--- config.mk ---
export PLATFORM = sky130hd
export DESIGN_NAME = mem_arbiter
export DESIGN_NICKNAME = d
export VERILOG_FILES = /design/src/rtl/mem_arbiter.sv
export SDC_FILE = /design/constraint.sdc
export NUM_CORES = 1
export LEC_CHECK = 0
export BUFFER_PORTS_ARGS = -buffer_cell sky130_fd_sc_hd__buf_2
export CORE_AREA = 2 2 122 124
export CTS_CLUSTER_DIAMETER = 120
export CTS_CLUSTER_SIZE = 25
export DETAILED_ROUTE_END_ITERATION = 10
export DIE_AREA = 0 0 124 126
export PLACE_DENSITY = 0.52
export SYNTH_ARGS = -nofsm -noshare
export SYNTH_HDL_FRONTEND = slang
export SYNTH_SLANG_ARGS = --single-unit
--- constraint.sdc ---
create_clock -name CLK -period 3.2 [get_ports CLK]
set_clock_uncertainty 0.05 [all_clocks]
set_input_delay 0.64 -clock CLK [delete_from_list [all_inputs] [get_ports CLK]]
set_output_delay 0.64 -clock CLK [all_outputs]
set_load 0.01 [all_outputs]
--- src/rtl/mem_arbiter.sv ---
// mem_arbiter: round-robin arbiter sharing one RAM port between icache and dcache.
// Optional statistics counters are built only when MEM_ARBITER_STATS_EN is defined.
`default_nettype none

module mem_arbiter (
    input  logic        CLK,
    input  logic        nRST,
    input  logic        iREN,
    input  logic [31:0] iaddr,
    output logic        iwait,
    output logic [31:0] iload,
    input  logic        dREN,
    input  logic        dWEN,
    input  logic [31:0] daddr,
    input  logic [31:0] dstore,
    output logic        dwait,
    output logic [31:0] dload,
    output logic        ramREN,
    output logic        ramWEN,
    output logic [31:0] ramaddr,
    output logic [31:0] ramstore,
    input  logic [31:0] ramload,
    input  logic        ramready,
    output logic [15:0] icnt,
    output logic [15:0] dcnt,
    output logic [15:0] ccnt
);

    typedef enum logic [1:0] {
        IDLE   = 2'd0,
        DGRANT = 2'd1,
        IGRANT = 2'd2
    } state_t;

    state_t state_q, state_d;
    logic   last_grant_q, last_grant_d;   // 0 = icache, 1 = dcache
    logic   dreq_w;

    assign dreq_w = dREN | dWEN;
    assign iload  = ramload;
    assign dload  = ramload;

    always_ff @(posedge CLK or negedge nRST) begin
        if (!nRST) begin
            state_q      <= IDLE;
            last_grant_q <= 1'b0;
        end else begin
            state_q      <= state_d;
            last_grant_q <= last_grant_d;
        end
    end

    always_comb begin
        state_d      = state_q;
        last_grant_d = last_grant_q;
        ramREN       = 1'b0;
        ramWEN       = 1'b0;
        ramaddr      = 32'd0;
        ramstore     = 32'd0;
        iwait        = 1'b1;
        dwait        = 1'b1;
        case (state_q)
            IDLE: begin
                if (dreq_w && iREN)
                    state_d = last_grant_q ? IGRANT : DGRANT;
                else if (dreq_w)
                    state_d = DGRANT;
                else if (iREN)
                    state_d = IGRANT;
            end
            DGRANT: begin
                ramaddr  = daddr;
                ramstore = dstore;
                ramWEN   = dWEN;
                ramREN   = dREN & ~dWEN;
                if (ramready) begin
                    dwait        = 1'b0;
                    last_grant_d = 1'b1;
                    state_d      = IDLE;
                end else if (!dreq_w) begin
                    state_d = IDLE;
                end
            end
            IGRANT: begin
                ramaddr = iaddr;
                ramREN  = 1'b1;
                if (ramready) begin
                    iwait        = 1'b0;
                    last_grant_d = 1'b0;
                    state_d      = IDLE;
                end else if (!iREN) begin
                    state_d = IDLE;
                end
            end
            default: state_d = IDLE;
        endcase
    end

`ifdef MEM_ARBITER_STATS_EN
    logic [15:0] icnt_q, dcnt_q, ccnt_q;

    // Saturating counters: hold at all-ones rather than wrap.
    always_ff @(posedge CLK or negedge nRST) begin
        if (!nRST) begin
            icnt_q <= 16'd0;
            dcnt_q <= 16'd0;
            ccnt_q <= 16'd0;
        end else begin
            if (state_q == IGRANT && ramready && icnt_q != 16'hFFFF)
                icnt_q <= icnt_q + 16'd1;
            if (state_q == DGRANT && ramready && dcnt_q != 16'hFFFF)
                dcnt_q <= dcnt_q + 16'd1;
            if (state_q == IDLE && iREN && dreq_w && ccnt_q != 16'hFFFF)
                ccnt_q <= ccnt_q + 16'd1;
        end
    end

    assign icnt = icnt_q;
    assign dcnt = dcnt_q;
    assign ccnt = ccnt_q;
`else
    assign icnt = 16'd0;
    assign dcnt = 16'd0;
    assign ccnt = 16'd0;
`endif

endmodule

`default_nettype wire

==> metrics.csv, run 1 <==
metric;value;unit
Synth Register Bits;3;
Antenna Nets Post-Route;0;
clock-pin slew on the worst setup and hold paths;0.03;ns
combinational share of power;0.812;
Synth Instances;254;
Final Critical Period;2.60;ns
RSZ-0062 raised after global routing;no;
Sw Ratio;0.472;
FFs w/ async S/R, synth;1.00;
synthesized area;1830;µm²
Reg2Reg Capture Point;state_q[0]$_DFFE_PN0P_;
Slew headroom;0.664;
Unique masters post-synth;23;
critical path class;reg -> out;
Synthesis Warnings;0;
number of max-cap violations;0;
Startpoint Class;flip-flop;
Clock Latency Late Sink;0.22;ns
Post-synth EDFFs;0;
Pins Over Slew Limit;0;
DRC viols;0;
DRT Wirelength;5840;µm
first-pass GRT wire length;7990;µm
cell depth of the worst flop-to-flop path;6;
adder-cell share of the synthesized area;0.0342;
vias post-DR;1785;
synth cell count leaders;buf_4 (112), a22oi_1 (32), and2_1 (32), nor2b_1 (32), clkbuf_1 (11);
Worst Path Arrival;1.91;ns
clock power share;0.140;
Root Driver;clkbuf_16;
Final period util;0.813;
die span in x;124;µm
drt first-iter violations;33;
CTS Buf Count;3;
post-synthesis compound-gate area fraction;0.153;
Critical Path RT;2.51;ns
placed cell count;532;
Die H;126;µm
CTS sink count;3;
CTS H-Tree Depth;1;
Max clock buf depth;2;
Seq/Total Area, Yosys;0.0411;
ANT cells;0;
Area growth, synth to finish;26.4;%
largest family of logic cells by synthesized area;buffers and inverters;
post-route cell area;2310;µm²
# rows;44;
Setup WS pre-CTS;0.772;ns
CP Max Fanout;46;
Buffers on Ports;169;
IO Count;314;
grt ovf;0;
share of cells above drive strength 1;0.514;
Starting Density;0.128;
Leakage;0.00130;µW
Post-Layout Cell Count;536;
switching pwr;672;µW
drt pass-1 iters;4;
total track usage;0.0671;
mux contribution to synthesized area;0.0192;
Synth Area in XOR/XNOR;0;
utilization after layout;0.161;
Area contributors post-synth;buf_4 (46%), a22oi_1 (13%), and2_1 (11%);
final setup vio count;0;
reg2reg setup slack;1.11;ns
Min-Delay Path Class;in -> async;
Reg power frac;0.048;
final worst setup slack;0.597;ns
dominant synthesized flop cell;dfrtp_1;
cell internal pwr;752;µW
area share of the largest cell type after synthesis;0.460;
Least-Margin Pin Slew;0.504;ns
Core Box Area;14300;µm²
outcome;completed;
area leader, netlist;buf_4;
die area;15600;µm²
hold bufs inserted after CTS;0;
fillers;1650;
setup TNS;0;ns
Avg Cell Area, Syn;7.19;µm²
initial antenna violation count;2;
Vias/cell;3.33;
vias in the first global route;1592;
WL/cell;10.9;µm
largest net degree at the start of global routing;47;
Hold Vio Cnt, Final;0;
power per standard cell area;617;nW/µm²
DP Area;2230;µm²
Post-DP HPWL;5080;µm
simple logic cell fraction of the synthesized area;0.255;
top-count cell post-synth;buf_4;
VDD IR-drop max;0.231;mV
fin nets;492;
post-CTS setup buffer count;0;
CTS tree;done;
routability congestion estimate;0.681;
fmax;0.384;GHz
CTS resizes;0;
Critical Path Sink Type;output port;
RR Startpoint;state_q[1]$_DFFE_PN0P_;
state kept, by name, summed over array words and instances, names as in the netlist:
name,cells
state_q,2
last_grant_q,1
worst max-delay path by stage:
stage,from,endpoint,cells after the start,slack (ns)
floorplan,state_q[1]$_DFFE_PN0P_,ramaddr[13],6,1.07
global placement,state_q[1]$_DFFE_PN0P_,ramaddr[17],6,0.79
detailed placement,state_q[0]$_DFFE_PN0P_,ramaddr[24],5,0.77
CTS,state_q[0]$_DFFE_PN0P_,ramaddr[24],5,0.53
global route,state_q[0]$_DFFE_PN0P_,ramaddr[9],5,0.41
finish,state_q[1]$_DFFE_PN0P_,ramaddr[17],6,0.60
power groups by stage:
| stage | combinational [µW] | sequential, µW | clock, µW |
|---|---|---|---|
| 6_report | 1160 | 68.6 | 199 |
| 3_3_place_gp | 1200 | 68.1 | 0 |
| 4_1_cts | 1190 | 68.6 | 202 |
| 3_5_place_dp | 1190 | 69.0 | 0 |
| 5_1_grt | 1300 | 70.8 | 209 |
| 2_1_floorplan | 859 | 66.1 | 0 |
critical path, cell delays in order, from the launching register on:
cell	delay, ns
dfrtp_1	0.39
inv_1	0.12
ha_2	0.52
buf_12	0.25
a22oi_1	0.12
nor2b_1	0.12
buf_2	0.13
final cells by class:
| type | count | area (µm²) | area share |
|---|---|---|---|
| inverter | 3 | 11.3 | 0.00488 |
| tap | 184 | 230 | 0.0997 |
| sequential | 3 | 75.1 | 0.0325 |
| multi-input combinational | 169 | 1020 | 0.444 |
| clock buffer | 4 | 78.8 | 0.0341 |
| timing repair buffer | 173 | 888 | 0.385 |
cells by family (layout without fill, tap and decap cells):
family | after synthesis | in the layout
flip-flops | 3 | 3
multiplexers | 3 | 3
AND/OR/NAND/NOR | 76 | 76
AO/OA/AOI/OAI | 37 | 37
adder cells (fa/ha/maj) | 5 | 5
other | 1 | 48
buffers and inverters | 129 | 180
cell usage in the layout (no fill, tap or decap):
master,netlist,layout
a22oi_1,32,32
and2_1,32,32
and2_2,1,1
buf_12,0,1
buf_2,1,169
buf_4,112,3
clkbuf_1,11,1
clkbuf_16,0,3
conb_1,1,48
dfrtp_1,3,3
ha_1,5,4
ha_2,0,1
inv_1,3,3
mux2_4,1,1
mux2i_1,2,2
nand2_1,5,5
nand2b_1,1,1
nand3b_1,1,1
nor2_1,3,3
nor2b_1,32,32
o211ai_2,1,1
o21a_1,1,1
o21ai_0,2,2
o2bb2ai_1,1,1
or4b_4,1,1
through the flow:
stage               hold WS, ns  power [µW]
floorplan                 0.294         925
global placement          0.389        1260
detailed placement        0.389        1260
CTS                       0.155        1460
global route              0.156        1580
finish                    0.154        1420
per-layer routing:
metal  track usage  up-vias  part of all wire
li1              -      860                 -
met1        0.0560      739              0.31
met2         0.135      165              0.53
met3        0.0276       17              0.14
met4        0.0251        4             0.018
met5             0        -            0.0050
(Power assumes the default switching activity.)
==> run 2, diff against run 1 <==
--- a/config.mk
+++ b/config.mk
@@ -11,7 +11,7 @@
 export CTS_CLUSTER_SIZE = 25
 export DETAILED_ROUTE_END_ITERATION = 10
 export DIE_AREA = 0 0 124 126
-export PLACE_DENSITY = 0.52
+export PLACE_DENSITY = 0.54
 export SYNTH_ARGS = -nofsm -noshare
 export SYNTH_HDL_FRONTEND = slang
 export SYNTH_SLANG_ARGS = --single-unit
==> constraint.sdc (replaced) <==
create_clock -name CLK -period 2.12 [get_ports CLK]
set_clock_uncertainty 0.05 [all_clocks]
set_input_delay 0.424 -clock CLK [delete_from_list [all_inputs] [get_ports CLK]]
set_output_delay 0.424 -clock CLK [all_outputs]
set_load 0.01 [all_outputs]
==> run 2 against run 1 <==
  * Cell area increased by 4.8%
  * Via count increased by 4.3%
  * Power increased by 72%
  * Global-route usage increased by 1.1 points
  * Core utilization increased by 0.78 points
  * Die area unchanged
  * Critical path type unchanged
==> metrics.csv, run 2 (same netlist as run 1, synthesis figures left out) <==
metric;value;unit
initial antenna violation count;2;
VDD IR-drop max;0.335;mV
Root Driver;clkbuf_16;
final setup vio count;0;
die span in x;124;µm
max reg flops;2;
Hold Vio Cnt, Final;0;
most common cell after layout, fill and taps aside;buf_2;
Vias/cell;3.45;
critical-path cell list;inv_2, ha_2, buf_12, a22oi_1, nor2b_1, buf_2;
Buffers on Ports;169;
DP Area;2260;µm²
utilization after layout;0.169;
most frequent cells in the layout;buf_2 (169), conb_1 (48), a22oi_1 (32), nor2b_1 (32), and2_1 (32);
Critical Path RT;1.65;ns
CTS tree;done;
Setup WS pre-CTS;0.234;ns
Sw Ratio;0.470;
Top reg by flops;state_q;
clock power share;0.128;
WL/cell;12.7;µm
CP Max Fanout;20;
final worst setup slack;0.0942;ns
first-pass GRT wire length;8990;µm
hold wc startpoint;last_grant_q$_DFFE_PN0P_;
critical path class;reg -> out;
power per standard cell area;1020;nW/µm²
Area growth, synth to finish;32.5;%
cell with the largest stage delay on the worst path;dfrtp_2;
# rows;44;
DRT Wirelength;6860;µm
drt pass-1 iters;4;
crit path buf inv count;3;
Top Registers;state_q: 2 flops, last_grant_q: 1 flops;
post-route cell area;2420;µm²
fmax;0.494;GHz
reg2reg setup slack;0.37;ns
Core Box Area;14300;µm²
clock-pin slew on the worst setup and hold paths;0.03;ns
post-CTS setup buffer count;0;
Reg2Reg Capture Point;state_q[0]$_DFFE_PN0P_;
Final Critical Period;2.03;ns
grt ovf;0;
Leakage;0.00133;µW
vias in the first global route;1734;
vias post-DR;1861;
cell depth of the worst flop-to-flop path;5;
ANT cells;0;
Hold Path Depth;2;
CTS Buf Count;3;
combinational share of power;0.826;
fin nets;496;
Post-DP HPWL;5510;µm
IO Count;314;
Pins Over Slew Limit;0;
CTS H-Tree Depth;1;
DRC viols;0;
Max clock buf depth;2;
RR Startpoint;state_q[0]$_DFFE_PN0P_;
total track usage;0.0779;
Critical Path Sink Type;output port;
Min-Delay Path Class;reg -> reg;
Starting Density;0.128;
largest net degree at the start of global routing;52;
Antenna Nets Post-Route;0;
die area;15600;µm²
Reg power frac;0.046;
fillers;1650;
outcome;completed;
Startpoint Class;flip-flop;
Critical Path Max Stage Delay;0.44;ns
number of max-cap violations;0;
share of cells above drive strength 1;0.531;
CP delay by family, top;flip-flops;
Hold EP;last_grant_q$_DFFE_PN0P_;
routability congestion estimate;0.698;
Clock Latency Late Sink;0.23;ns
Worst Path Arrival;1.55;ns
CTS sink count;3;
Power Total;2460;µW
Die H;126;µm
cell internal pwr;1300;µW
switching pwr;1150;µW
drt first-iter violations;17;
Final period util;0.956;
[run 2: timing repair]
| item | CTS | global route |
|---|---|---|
| gates resized for setup | 0 | 11 |
| hold buffers | 1 | 0 |
| endpoints found under the hold margin | 3 | 0 |
| setup endpoints to repair | 0 | 34 |
[run 2: worst min-delay path, stage by stage (launching register included)]
cell,delay [ns]
dfrtp_1,0.33
nand2_1,0.05
o21ai_0,0.06
[run 2: worst max path at each step]
stage                                 startpoint           to  slack (ns)  cells past startpoint
after global placement    state_q[1]$_DFFE_PN0P_   ramaddr[2]        0.25                      6
after detailed placement  state_q[0]$_DFFE_PN0P_   ramaddr[2]        0.23                      6
after global routing      state_q[0]$_DFFE_PN0P_  ramaddr[21]      -0.008                      6
after CTS                 state_q[0]$_DFFE_PN0P_   ramaddr[2]      0.0008                      6
final                     state_q[0]$_DFFE_PN0P_  ramaddr[26]        0.09                      6
after floorplan           state_q[1]$_DFFE_PN0P_  ramaddr[13]        0.21                      6
[run 2: area by class of cell]
type	count	area, µm²	share of cell area
well taps	184	230	0.0951
clock buffers	4	78.8	0.0326
inverters	3	11.3	0.00465
multi-input cells	169	1050	0.434
repair buffers	177	973	0.402
flip-flops and latches	3	76.3	0.0315
[run 2: power by group through the flow]
stage          logic (µW)  clock network, µW  registers (µW)
2_1_floorplan        1300                  0            99.8
3_3_place_gp         1890                  0             105
3_5_place_dp         1900                  0             109
4_1_cts              1910                316             105
5_1_grt              2270                322             117
6_report             2030                314             113
[run 2: per-layer routing]
metal	track usage	vias up	wire, µm
met5	0	-	26
met4	0.0370	4	229
met3	0.0272	30	918
met2	0.146	182	3240
met1	0.0741	778	2440
li1	-	867	-
[run 2: stage by stage]
| step | setup TNS, ns | std cells | hold WS [ns] |
|---|---|---|---|
| floorplan | 0 | 301 | 0.0784 |
| global placement | 0 | 534 | 0.173 |
| CTS | 0 | 539 | 0.443 |
| detailed placement | 0 | 534 | 0.174 |
| global route | -0.0290 | 540 | 0.475 |
| finish | 0 | 540 | 0.433 |
==> run 3, diff against run 2 <==
--- a/config.mk
+++ b/config.mk
@@ -12,6 +12,8 @@
 export DETAILED_ROUTE_END_ITERATION = 10
 export DIE_AREA = 0 0 124 126
 export PLACE_DENSITY = 0.54
+export RECOVER_POWER = 25
+export REMOVE_ABC_BUFFERS = 1
 export SYNTH_ARGS = -nofsm -noshare
 export SYNTH_HDL_FRONTEND = slang
 export SYNTH_SLANG_ARGS = --single-unit
==> run 3 against run 2 <==
  * Cell area down 0.26%
  * Count of clock-buffer cells in the layout unchanged
  * Die area unchanged
  * Flip-flop and latch count unchanged
  * Combinational power is essentially flat
  * Via count grew 4.5%
  * Global-route usage rose by 3.2 points
  * Cell count is 0.19% higher
  * Critical path depth unchanged
  * Setup slack better by 0.014 ns
  * Critical endpoint is now ramaddr[6]
  * Highest routed layer unchanged
==> metrics.csv, run 3 (same netlist as run 1, synthesis figures left out) <==
metric;value;unit
outcome;completed;
max reg flops;2;
DRT Wirelength;9620;µm
DRC viols;0;
Min-Delay Path Class;reg -> reg;
Pins Over Slew Limit;0;
Worst Path Arrival;1.54;ns
# rows;44;
clock-pin slew on the worst setup and hold paths;0.03;ns
Setup WS pre-CTS;0.285;ns
cell depth of the worst setup path;6;
Final period util;0.949;
Critical Path Max Stage Delay;0.44;ns
cell with the largest stage delay on the worst path;dfrtp_2;
setup TNS;0;ns
Startpoint Class;flip-flop;
Root Driver;clkbuf_16;
critical path class;reg -> out;
final setup vio count;0;
Core Box Area;14300;µm²
routability congestion estimate;0.703;
clock power share;0.123;
Sw Ratio;0.472;
drt first-iter violations;53;
combinational share of power;0.830;
Hold Vio Cnt, Final;0;
Leakage;0.00133;µW
post-route cell area;2410;µm²
Post-Layout Cell Count;541;
utilization after layout;0.169;
switching pwr;1150;µW
RSZ-0062 raised after global routing;no;
Post-DP HPWL;8170;µm
fmax;0.497;GHz
most frequent cells in the layout;buf_2 (168), conb_1 (48), a22oi_1 (32), nor2b_1 (32), and2_1 (32);
grt ovf;0;
share of cells above drive strength 1;0.528;
critical-path cell list;inv_2, ha_2, buf_12, a22oi_1, nor2b_1, buf_2;
Hold Path Depth;2;
IO Count;314;
CP delay by family, top;flip-flops;
CTS tree;done;
fin nets;496;
cell internal pwr;1290;µW
CTS Buf Count;3;
drt pass-1 iters;4;
placed cell count;534;
Critical Path Sink Type;output port;
Top Registers;state_q: 2 flops, last_grant_q: 1 flops;
fillers;1661;
cell depth of the worst flop-to-flop path;5;
number of max-cap violations;0;
vias post-DR;1944;
Max clock buf depth;2;
VDD IR-drop max;0.366;mV
CTS sink count;3;
Buffers on Ports;169;
CTS H-Tree Depth;1;
Starting Density;0.128;
Vias/cell;3.59;
Critical Path RT;1.65;ns
most common cell after layout, fill and taps aside;buf_2;
Final Critical Period;2.01;ns
vias in the first global route;1842;
crit path buf inv count;3;
total track usage;0.110;
first-pass GRT wire length;12100;µm
Area growth, synth to finish;32.1;%
largest net degree at the start of global routing;52;
die span in x;124;µm
Top reg by flops;state_q;
final worst setup slack;0.108;ns
Antenna Nets Post-Route;0;
Clock Latency Late Sink;0.22;ns
WL/cell;17.8;µm
power per standard cell area;1010;nW/µm²
CP Max Fanout;21;
Die H;126;µm
die area;15600;µm²
Reg power frac;0.047;
initial antenna violation count;1;
DP Area;2240;µm²
[run 3: cell type report]
class / instances / area, µm² / area share
diodes: 1 / 2.50 / 0.00104
repair buffers: 177 / 965 / 0.400
clock buffers: 4 / 78.8 / 0.0327
well taps: 184 / 230 / 0.0954
multi-input cells: 169 / 1050 / 0.435
inverters: 3 / 11.3 / 0.00467
flip-flops and latches: 3 / 76.3 / 0.0316
[run 3: what timing repair did]
item                       CTS  global route
hold endpoints to repair     3             0
setup buffers                0             0
hold buffers                 1             0
gates resized for setup      0            13
setup endpoints to repair    0            33
[run 3: final timing paths]
check                      slack, ns                     start                       end
max                             0.11    state_q[0]$_DFFE_PN0P_                ramaddr[6]
min reg2reg                     0.47  last_grant_q$_DFFE_PN0P_  last_grant_q$_DFFE_PN0P_
min                             0.47  last_grant_q$_DFFE_PN0P_  last_grant_q$_DFFE_PN0P_
max in group asynchronous       1.32                      nRST    state_q[0]$_DFFE_PN0P_
min in group asynchronous       0.52                      nRST  last_grant_q$_DFFE_PN0P_
max reg2reg                     0.35    state_q[0]$_DFFE_PN0P_    state_q[0]$_DFFE_PN0P_
[run 3: per-stage QoR]
| step | hold WS, ns | power [µW] |
|---|---|---|
| floorplan | 0.0784 | 1150 |
| global route | 0.518 | 2690 |
| global placement | 0.177 | 1980 |
| CTS | 0.451 | 2290 |
| detailed placement | 0.176 | 1980 |
| finish | 0.465 | 2440 |
[run 3: worst register-to-register path: cells and delay by family (launching register included)]
family	cells	cell delay, ns
buf+inv	1	0.11
mux	1	0.33
simple gates	1	0.46
compound gates	1	0.11
fa+ha+maj	1	0.16
flops	1	0.44
[run 3: power by group through the flow]
stage | registers (µW) | logic [µW] | clock network, µW
3_5_place_dp | 105 | 1870 | 0
6_report | 115 | 2020 | 299
2_1_floorplan | 99.8 | 1050 | 0
3_3_place_gp | 104 | 1880 | 0
5_1_grt | 119 | 2260 | 313
4_1_cts | 105 | 1880 | 305
[run 3: metal layers]
metal  part of all wire  GRT usage
met1               0.40      0.128
met2               0.39      0.152
met3               0.20     0.0974
met4             0.0010    0.00793
met5             0.0070     0.0526
